[config.mk]
export PLATFORM = sky130hd
export DESIGN_NAME = uart_cmd_decoder
export DESIGN_NICKNAME = d
export VERILOG_FILES = /design/src/rtl/uart_cmd_decoder.sv
export SDC_FILE = /design/constraint.sdc
export NUM_CORES = 1
export LEC_CHECK = 0
export ABC_AREA = 1
export CAP_MARGIN = 5
export CORE_UTILIZATION = 33
export DETAILED_ROUTE_END_ITERATION = 6
export PLACE_DENSITY = 0.56
export SLEW_MARGIN = 25
export SYNTH_ARGS = -nofsm -noshare
export SYNTH_HDL_FRONTEND = slang
export SYNTH_SLANG_ARGS = --single-unit
[constraint.sdc]
create_clock -name clk -period 5.68 [get_ports clk]
set_input_delay 0.568 -clock clk [delete_from_list [all_inputs] [get_ports clk]]
set_output_delay 0.568 -clock clk [all_outputs]
set_load 0.01 [all_outputs]
[src/rtl/uart_cmd_decoder.sv]
// uart_cmd_decoder
// Parses UART command frames and hands the result to the SDRAM controller.
//   Write frame: WR_HDR, ADDR_BYTES address bytes (MSB first), length, payload.
//   Read frame : RD_HDR, ADDR_BYTES address bytes (MSB first), length.
// Optional build macro UART_CMD_CHECKSUM_EN: every frame carries a trailing
// checksum byte, which is the XOR of all earlier frame bytes including the header.
//
// Ports
//   clk, rst          clock, synchronous active-high reset
//   rx_data           received byte, valid while flag_rx_end=1
//   flag_rx_end       single-cycle byte strobe
//   wfifo_full        write FIFO full; a payload byte arriving while full aborts the frame
//   wr_trig, rd_trig  one-cycle frame-complete pulses
//   cmd_addr, cmd_len address/length of the last completed frame
//   wfifo_wr_en/data  registered FIFO push
//   wfifo_flush       pulse: discard the partial payload of an aborted write frame
//   frame_err         pulse: frame aborted (bad length, FIFO full, checksum, timeout)
module uart_cmd_decoder #(
  parameter logic [7:0]  WR_HDR      = 8'hAA,
  parameter logic [7:0]  RD_HDR      = 8'hBB,
  parameter int unsigned ADDR_BYTES  = 2,
  parameter int unsigned LEN_MAX     = 16,
  parameter int unsigned TIMEOUT_CYC = 50000
) (
  input  logic                    clk,
  input  logic                    rst,
  input  logic [7:0]              rx_data,
  input  logic                    flag_rx_end,
  input  logic                    wfifo_full,
  output logic                    wr_trig,
  output logic                    rd_trig,
  output logic [8*ADDR_BYTES-1:0] cmd_addr,
  output logic [7:0]              cmd_len,
  output logic                    wfifo_wr_en,
  output logic [7:0]              wfifo_wr_data,
  output logic                    wfifo_flush,
  output logic                    frame_err
);

  localparam int unsigned AW = 8 * ADDR_BYTES;
  localparam int unsigned TW = $clog2(TIMEOUT_CYC);

  typedef enum logic [2:0] {
    S_IDLE,
    S_ADDR,
    S_LEN,
    S_DATA,
`ifdef UART_CMD_CHECKSUM_EN
    S_CSUM,
`endif
    S_DONE
  } state_t;

  state_t          state_q, state_d;
  logic            wr_mode_q;
  logic [AW-1:0]   addr_q;
  logic [7:0]      len_q;
  logic [7:0]      cnt_q;
  logic [2:0]      acnt_q;
  logic [TW-1:0]   tmo_q;
`ifdef UART_CMD_CHECKSUM_EN
  logic [7:0]      csum_q;
`endif

  logic err_d, flush_d, done_d, push_d, tmo_hit;

  // A byte on the terminal-count cycle takes precedence over the timeout.
  assign tmo_hit = (state_q != S_IDLE) && (state_q != S_DONE) && !flag_rx_end &&
                   (tmo_q == TW'(TIMEOUT_CYC - 1));

  always_comb begin
    state_d = state_q;
    err_d   = 1'b0;
    done_d  = 1'b0;
    push_d  = 1'b0;
    unique case (state_q)
      S_IDLE: if (flag_rx_end && (rx_data == WR_HDR || rx_data == RD_HDR)) state_d = S_ADDR;
      S_ADDR: if (flag_rx_end && acnt_q == 3'(ADDR_BYTES - 1)) state_d = S_LEN;
      S_LEN: if (flag_rx_end) begin
        if (rx_data == 8'd0 || rx_data > 8'(LEN_MAX)) err_d = 1'b1;
        else if (wr_mode_q) state_d = S_DATA;
        else begin
`ifdef UART_CMD_CHECKSUM_EN
          state_d = S_CSUM;
`else
          done_d = 1'b1;
`endif
        end
      end
      S_DATA: if (flag_rx_end) begin
        if (wfifo_full) err_d = 1'b1;
        else begin
          push_d = 1'b1;
          if (cnt_q + 8'd1 == len_q) begin
`ifdef UART_CMD_CHECKSUM_EN
            state_d = S_CSUM;
`else
            done_d = 1'b1;
`endif
          end
        end
      end
`ifdef UART_CMD_CHECKSUM_EN
      S_CSUM: if (flag_rx_end) begin
        if (rx_data == csum_q) done_d = 1'b1;
        else err_d = 1'b1;
      end
`endif
      S_DONE: state_d = S_IDLE;
      default: state_d = S_IDLE;
    endcase
    if (tmo_hit) err_d = 1'b1;
    if (err_d) state_d = S_IDLE;
    if (done_d) state_d = S_DONE;
    // cnt_q is nonzero only once a payload byte has been pushed (it stays
    // at len through the checksum byte), so it doubles as the flush qualifier.
    flush_d = err_d && wr_mode_q && (cnt_q != 8'd0);
  end

  always_ff @(posedge clk) begin
    if (rst) begin
      state_q       <= S_IDLE;
      wr_mode_q     <= 1'b0;
      addr_q        <= '0;
      len_q         <= '0;
      cnt_q         <= '0;
      acnt_q        <= '0;
      tmo_q         <= '0;
`ifdef UART_CMD_CHECKSUM_EN
      csum_q        <= '0;
`endif
      wr_trig       <= 1'b0;
      rd_trig       <= 1'b0;
      cmd_addr      <= '0;
      cmd_len       <= '0;
      wfifo_wr_en   <= 1'b0;
      wfifo_wr_data <= '0;
      wfifo_flush   <= 1'b0;
      frame_err     <= 1'b0;
    end else begin
      state_q     <= state_d;
      wr_trig     <= done_d && wr_mode_q;
      rd_trig     <= done_d && !wr_mode_q;
      frame_err   <= err_d;
      wfifo_flush <= flush_d;
      wfifo_wr_en <= push_d;
      if (push_d) wfifo_wr_data <= rx_data;
      // Loaded on the final-byte cycle so cmd_* change together with the trigger;
      // a read frame without checksum ends on its length byte.
      if (done_d) begin
        cmd_addr <= addr_q;
        cmd_len  <= (state_q == S_LEN) ? rx_data : len_q;
      end

      if (state_q == S_IDLE || flag_rx_end || state_d == S_IDLE) tmo_q <= '0;
      else tmo_q <= tmo_q + 1'b1;

      case (state_q)
        S_IDLE: begin
          acnt_q <= '0;
          cnt_q  <= '0;
          if (state_d == S_ADDR) begin
            wr_mode_q <= (rx_data == WR_HDR);
`ifdef UART_CMD_CHECKSUM_EN
            csum_q    <= rx_data;
`endif
          end
        end
        S_ADDR: if (flag_rx_end) begin
          addr_q <= AW'({addr_q, rx_data});
          acnt_q <= acnt_q + 3'd1;
`ifdef UART_CMD_CHECKSUM_EN
          csum_q <= csum_q ^ rx_data;
`endif
        end
        S_LEN: if (flag_rx_end) begin
          len_q <= rx_data;
`ifdef UART_CMD_CHECKSUM_EN
          csum_q <= csum_q ^ rx_data;
`endif
        end
        S_DATA: begin
          if (push_d) cnt_q <= cnt_q + 8'd1;
`ifdef UART_CMD_CHECKSUM_EN
          if (flag_rx_end) csum_q <= csum_q ^ rx_data;
`endif
        end
        default: ;
      endcase
    end
  end

endmodule
Yosys cells after proc, flatten, opt, wreduce, memory -nomap -nowiden
Index checks and enable logic that the tools add are counted.

Flip-flop bits (word level): 92. Latch bits: 0. RAM bits: 0. Bits in read-only memories: 0. Output and inout bits: 37. Word-level logic and storage cells: 88. Memories: 0.

Add/subtract/negate cells: 3. $mul: 0. Div/mod/pow operators: 0. Magnitude comparators: 1. Equal/unequal tests: 12. Shift operators: 0. Mux-type cells: 29. Bitwise gates (word level): 0. Reductions and logical operators: 28.

Operator list (number): $mux 3 (8); $add 16x1->16 const B (1); $eq 16x16->1 const B (1); $eq 8x8->1 const B (2); $mux 8 (2); $pmux 8 s2 (1); $mux 1 (14); $pmux 3 s4 (1); $reduce_and 2->1 (5); $eq 3x1->1 const B (3); $logic_and 1x1->1 (9); $add 8x1->8 const B (1); $eq 8x8->1 (1); $gt 8x5->1 const B (1); $logic_not 8->1 (1); $reduce_bool 8->1 (1); $eq 3x2->1 const B (2); $logic_not 3->1 (2); $pmux 3 s2 (1); $logic_or 1x1->1 (4); $ne 2x2->1 const B (2); $pmux 1 s2 (2); $reduce_bool 2->1 (2); $add 3x1->3 const B (1); 4 further kinds (5).

Logic depth before layout (Yosys ltp)
Word-level depth: 11. Gate-level depth with buffers: 15. Gate-level depth less buffers: 14.

Least setup slack after synthesis
Ideal clock, no wire load.

Path type: register -> register. From: register cnt_q[0]. To: register cmd_addr[0]. Library setup time: 0.113 ns. Arrival time: 1.678 ns. Required time: 5.567 ns. Slack: 3.889 ns. Stages on the path, launching flop included: 14. Path buffers: 1. Clock period less this slack: 1.791 ns. Path through: dfxtp_1 > inv_2 > ha_1 > inv_1 > o21ai_0 > nor2_1 > nand3_1 > nor2_1 > nand3_2 > nand2_4 > nand2_4 > buf_6 > nand3_2 > nand2_1.

Longest elaborated chain between the ends: 6.

Ends and longest elaborated chain: start: declaration (RTL line 58) `logic [7:0] cnt_q;`; start signal: assignment (RTL line 183) `if (push_d) cnt_q <= cnt_q + 8'd1;`; $add 8x1->8 (RTL line 94) `if (cnt_q + 8'd1 == len_q) begin`; $eq 8x8->1 (RTL line 94); $mux 1 (RTL line 94); $mux 1 (RTL line 91) `if (wfifo_full) err_d = 1'b1;`; $mux 1 (RTL line 90) `S_DATA: if (flag_rx_end) begin`; $pmux 1 s2 (RTL line 76) `unique case (state_q)`; end signal: assignment (RTL line 151) `cmd_addr <= addr_q;`; end: declaration (RTL line 32) `output logic [8*ADDR_BYTES-1:0] cmd_addr,`.

Every way passes these cells. A chain may end at the register's enable or synchronous reset.

Worst setup path in the final report
From: input flag_rx_end. To: register cmd_len[0].

Longest elaborated chain between the ends: 2.

Ends and longest elaborated chain: start: declaration (RTL line 28) `input logic flag_rx_end,`; $mux 1, on equally long branches (RTL line 90, 79); $pmux 1 s2 * (RTL line 76); end signal: assignment (RTL line 152) `cmd_len <= (state_q == S_LEN) ? rx_data : len_q;`; end: declaration (RTL line 33) `output logic [7:0] cmd_len,`.

Every way passes the cells marked *; elsewhere a longest branch is shown, timed or not.

==> flow_summary.yaml <==
clocking:
  cts_root_buf: "clkbuf_16"
  cts.clk_slew.worst_paths_ps: 60
  cts_resized: 0
  cts_inserted_buffers: 9
  clk_path_buf_depth: 2
  insertion_delay_ps: 340
  post_cts_buffers: 0
  hold_buffers: 0
  htree_levels: 3
  cts_sinks: 92
  cts_tree: "yes"
detailed_routing:
  vias: 3687
  drc_errors: 2
  avgRoutedWirePerCell_um: 13.1
  ant_nets: 0
  vias_per_cell: 4.77
  drtIter0Drc: 189
  drt-total-wl_um: 10100
  dr.pass1.iters: 6
layout:
  fin_cells: 773
  multi_input_area_um2: 2040
  finalInstanceArea_um2: 5120
  insertedDiodeCount: 0
  n_fill_cell: 1331
  seq_area_um2: 1840
  drive_gt1_frac: 0.108
  fin_nets: 614
  area_growth_syn_to_layout_pct: 21.0
place:
  numPortBuffers: 48
  dp_cells: 758
  placed_area_um2: 4820
  gp_congestion: 0.898
  dp_slack_ps: 2710
  dp_hpwl_um: 7380
setup_path:
  end_kind: "register"
  cp-start-kind: "input pin"
  critPathKind: "input pin to register"
  crit_required_ps: 5910
  cp_data_arrival_time_ps: 2850
  crit_fanout: 26
  crit_path_max_incr_delay_ps: 590
  r2r_cells: 12
  crit_chain: "clkdlybuf4s50_1, inv_1, nor2_1, o21ai_0, a21oi_4, nand2_4, nand3_1, nand2_1"
  slowest_stage: "clkdlybuf4s50_1"
floorplan:
  num_rows: 41
  fp.dieArea_um2: 13300
  start_util: 0.337
  fp.coreArea_um2: 12600
  io_pins: 49
  die_h_um: 115
  die_x_um: 115
global_routing:
  grt_overflow: 0
  grt_max_degree: 64
  grt_pass1_vias: 3474
  grt_pass1_wl_um: 16900
  antenna_found_initial: 0
  grt_util_all_layers: 0.163
synthesis:
  ys_top_cells_by_count: "nand2_1, dfxtp_1, inv_1"
  syn_nets: 577
  synth_edf_count: 0
  ys_ff_latch: 92
  ys.flop_type: "dfxtp_1"
  synthTopCellsByArea: "dfxtp_1, nand2_1, o21ai_0, nand3_2, inv_1"
  synth_warnings: 0
  synth_top_area_share: 0.435
  synth.most_common_cell: "nand2_1"
  yosysTopAreaCell: "dfxtp_1"
  yosysUniqueCellTypes: 33
  async_flop_share: 0
  netlist_instances: 560
  ys_seq_area_frac: 0.435
  synthesis.area_um2: 4230
  syn_area_per_cell_um2: 7.56
timing:
  tightest_slew_ps: 945
  layout_min_cycle_time_ps: 2620
  hold_viol_final: 0
  max_freq_mhz: 381
  rsz0062_at_grt: "no"
  setup-violations-final: 0
  period_share: 0.462
  relSlewSlack: 0.369
  clock_skew_ps: 11.1
  fin_ws_ps: 3060
  fin_hold_ws_ps: 446
  fin_setup_tns_ps: 0
  slew_viol_final: 0
worst_hold_path:
  min_path_cells: 1
  hold_class: "register to register"
job:
  max_cap_viol_count: 0
pwr:
  p_leak_nw: 1.96
  vdd_drop_max_mv: 0.164
  p_per_area_nw_per_um2: 251
status:
  status: "finished, violations left"
  violations: "DRC"
[kinds of logic after synthesis]
group,synth area share
simple gates,0.326
fa+ha+maj,0.0148
flops,0.435
xor+xnor,0.0248
buf+inv,0.0834
compound gates,0.116
[stage by stage]
stage / util / power, mW
floorplan: - / 0.678
global route: 0.407 / 1.33
CTS: 0.407 / 1.30
global placement: 0.383 / 0.693
finish: 0.407 / 1.28
detailed placement: 0.383 / 0.694
[critical path, delay by kind of cell]
kind | cells | cell delay, ps
AND/OR/NAND/NOR | 4 | 780
AO/OA/AOI/OAI | 2 | 760
buffers and inverters | 2 | 730
[power breakdown]
part	internal, mW	switching [mW]	total [mW]	leakage (nW)
Sequential	0.645	0.000269	0.646	0.741
Clock	0.363	0.241	0.605	0.149
Combinational	0.0102	0.0234	0.0336	1.07
[layout by cell type (no fill, tap or decap), types with 6 or more instances in the layout]
cell	count
a21oi_1	38
clkbuf_16	9
clkdlybuf4s50_1	48
dfxtp_1	92
inv_1	56
inv_2	7
nand2_1	99
nand2_2	6
nand3_1	38
nand3_2	23
nand4_1	29
nor2_1	56
nor3_1	7
o21ai_0	48
xnor2_1	6
xor2_1	6
[final cells by class]
| type | count | area share |
|---|---|---|
| multi-input combinational | 382 | 0.398 |
| sequential | 92 | 0.360 |
| timing repair buffer | 49 | 0.0953 |
| clock buffer | 12 | 0.0501 |
| inverter | 63 | 0.0462 |
| tap | 172 | 0.0420 |
| clock inverter | 3 | 0.00856 |
[flip-flops by register name (all words and copies together), names as in the netlist]
signal and count:
acnt_q 3, addr_q 16, cmd_addr 16, cmd_len 8, cnt_q 8, frame_err 1, len_q 8, rd_trig 1
state_q 3, tmo_q 16, wfifo_flush 1, wfifo_wr_data 8, wfifo_wr_en 1, wr_mode_q 1, wr_trig 1
[layer usage]
layer / GRT usage / up-vias / routed length (µm) / share of wire
met3: 0.0443 / 4 / 420 / 0.041
met5: 0 / - / 0 / 0
li1: - / 1929 / - / -
met1: 0.223 / 1701 / 5150 / 0.51
met4: 0.0459 / 0 / 70 / 0.0069
met2: 0.253 / 53 / 4500 / 0.44
[final timing paths]
kind                                   from         end  slack (ps)
worst min register to register     tmo_q[0]    tmo_q[0]         450
worst max register to register     cnt_q[0]  cmd_len[0]        3320
worst max-delay path            flag_rx_end  cmd_len[0]        3060
worst min-delay path               tmo_q[0]    tmo_q[0]         450
(Power assumes the default switching activity.)
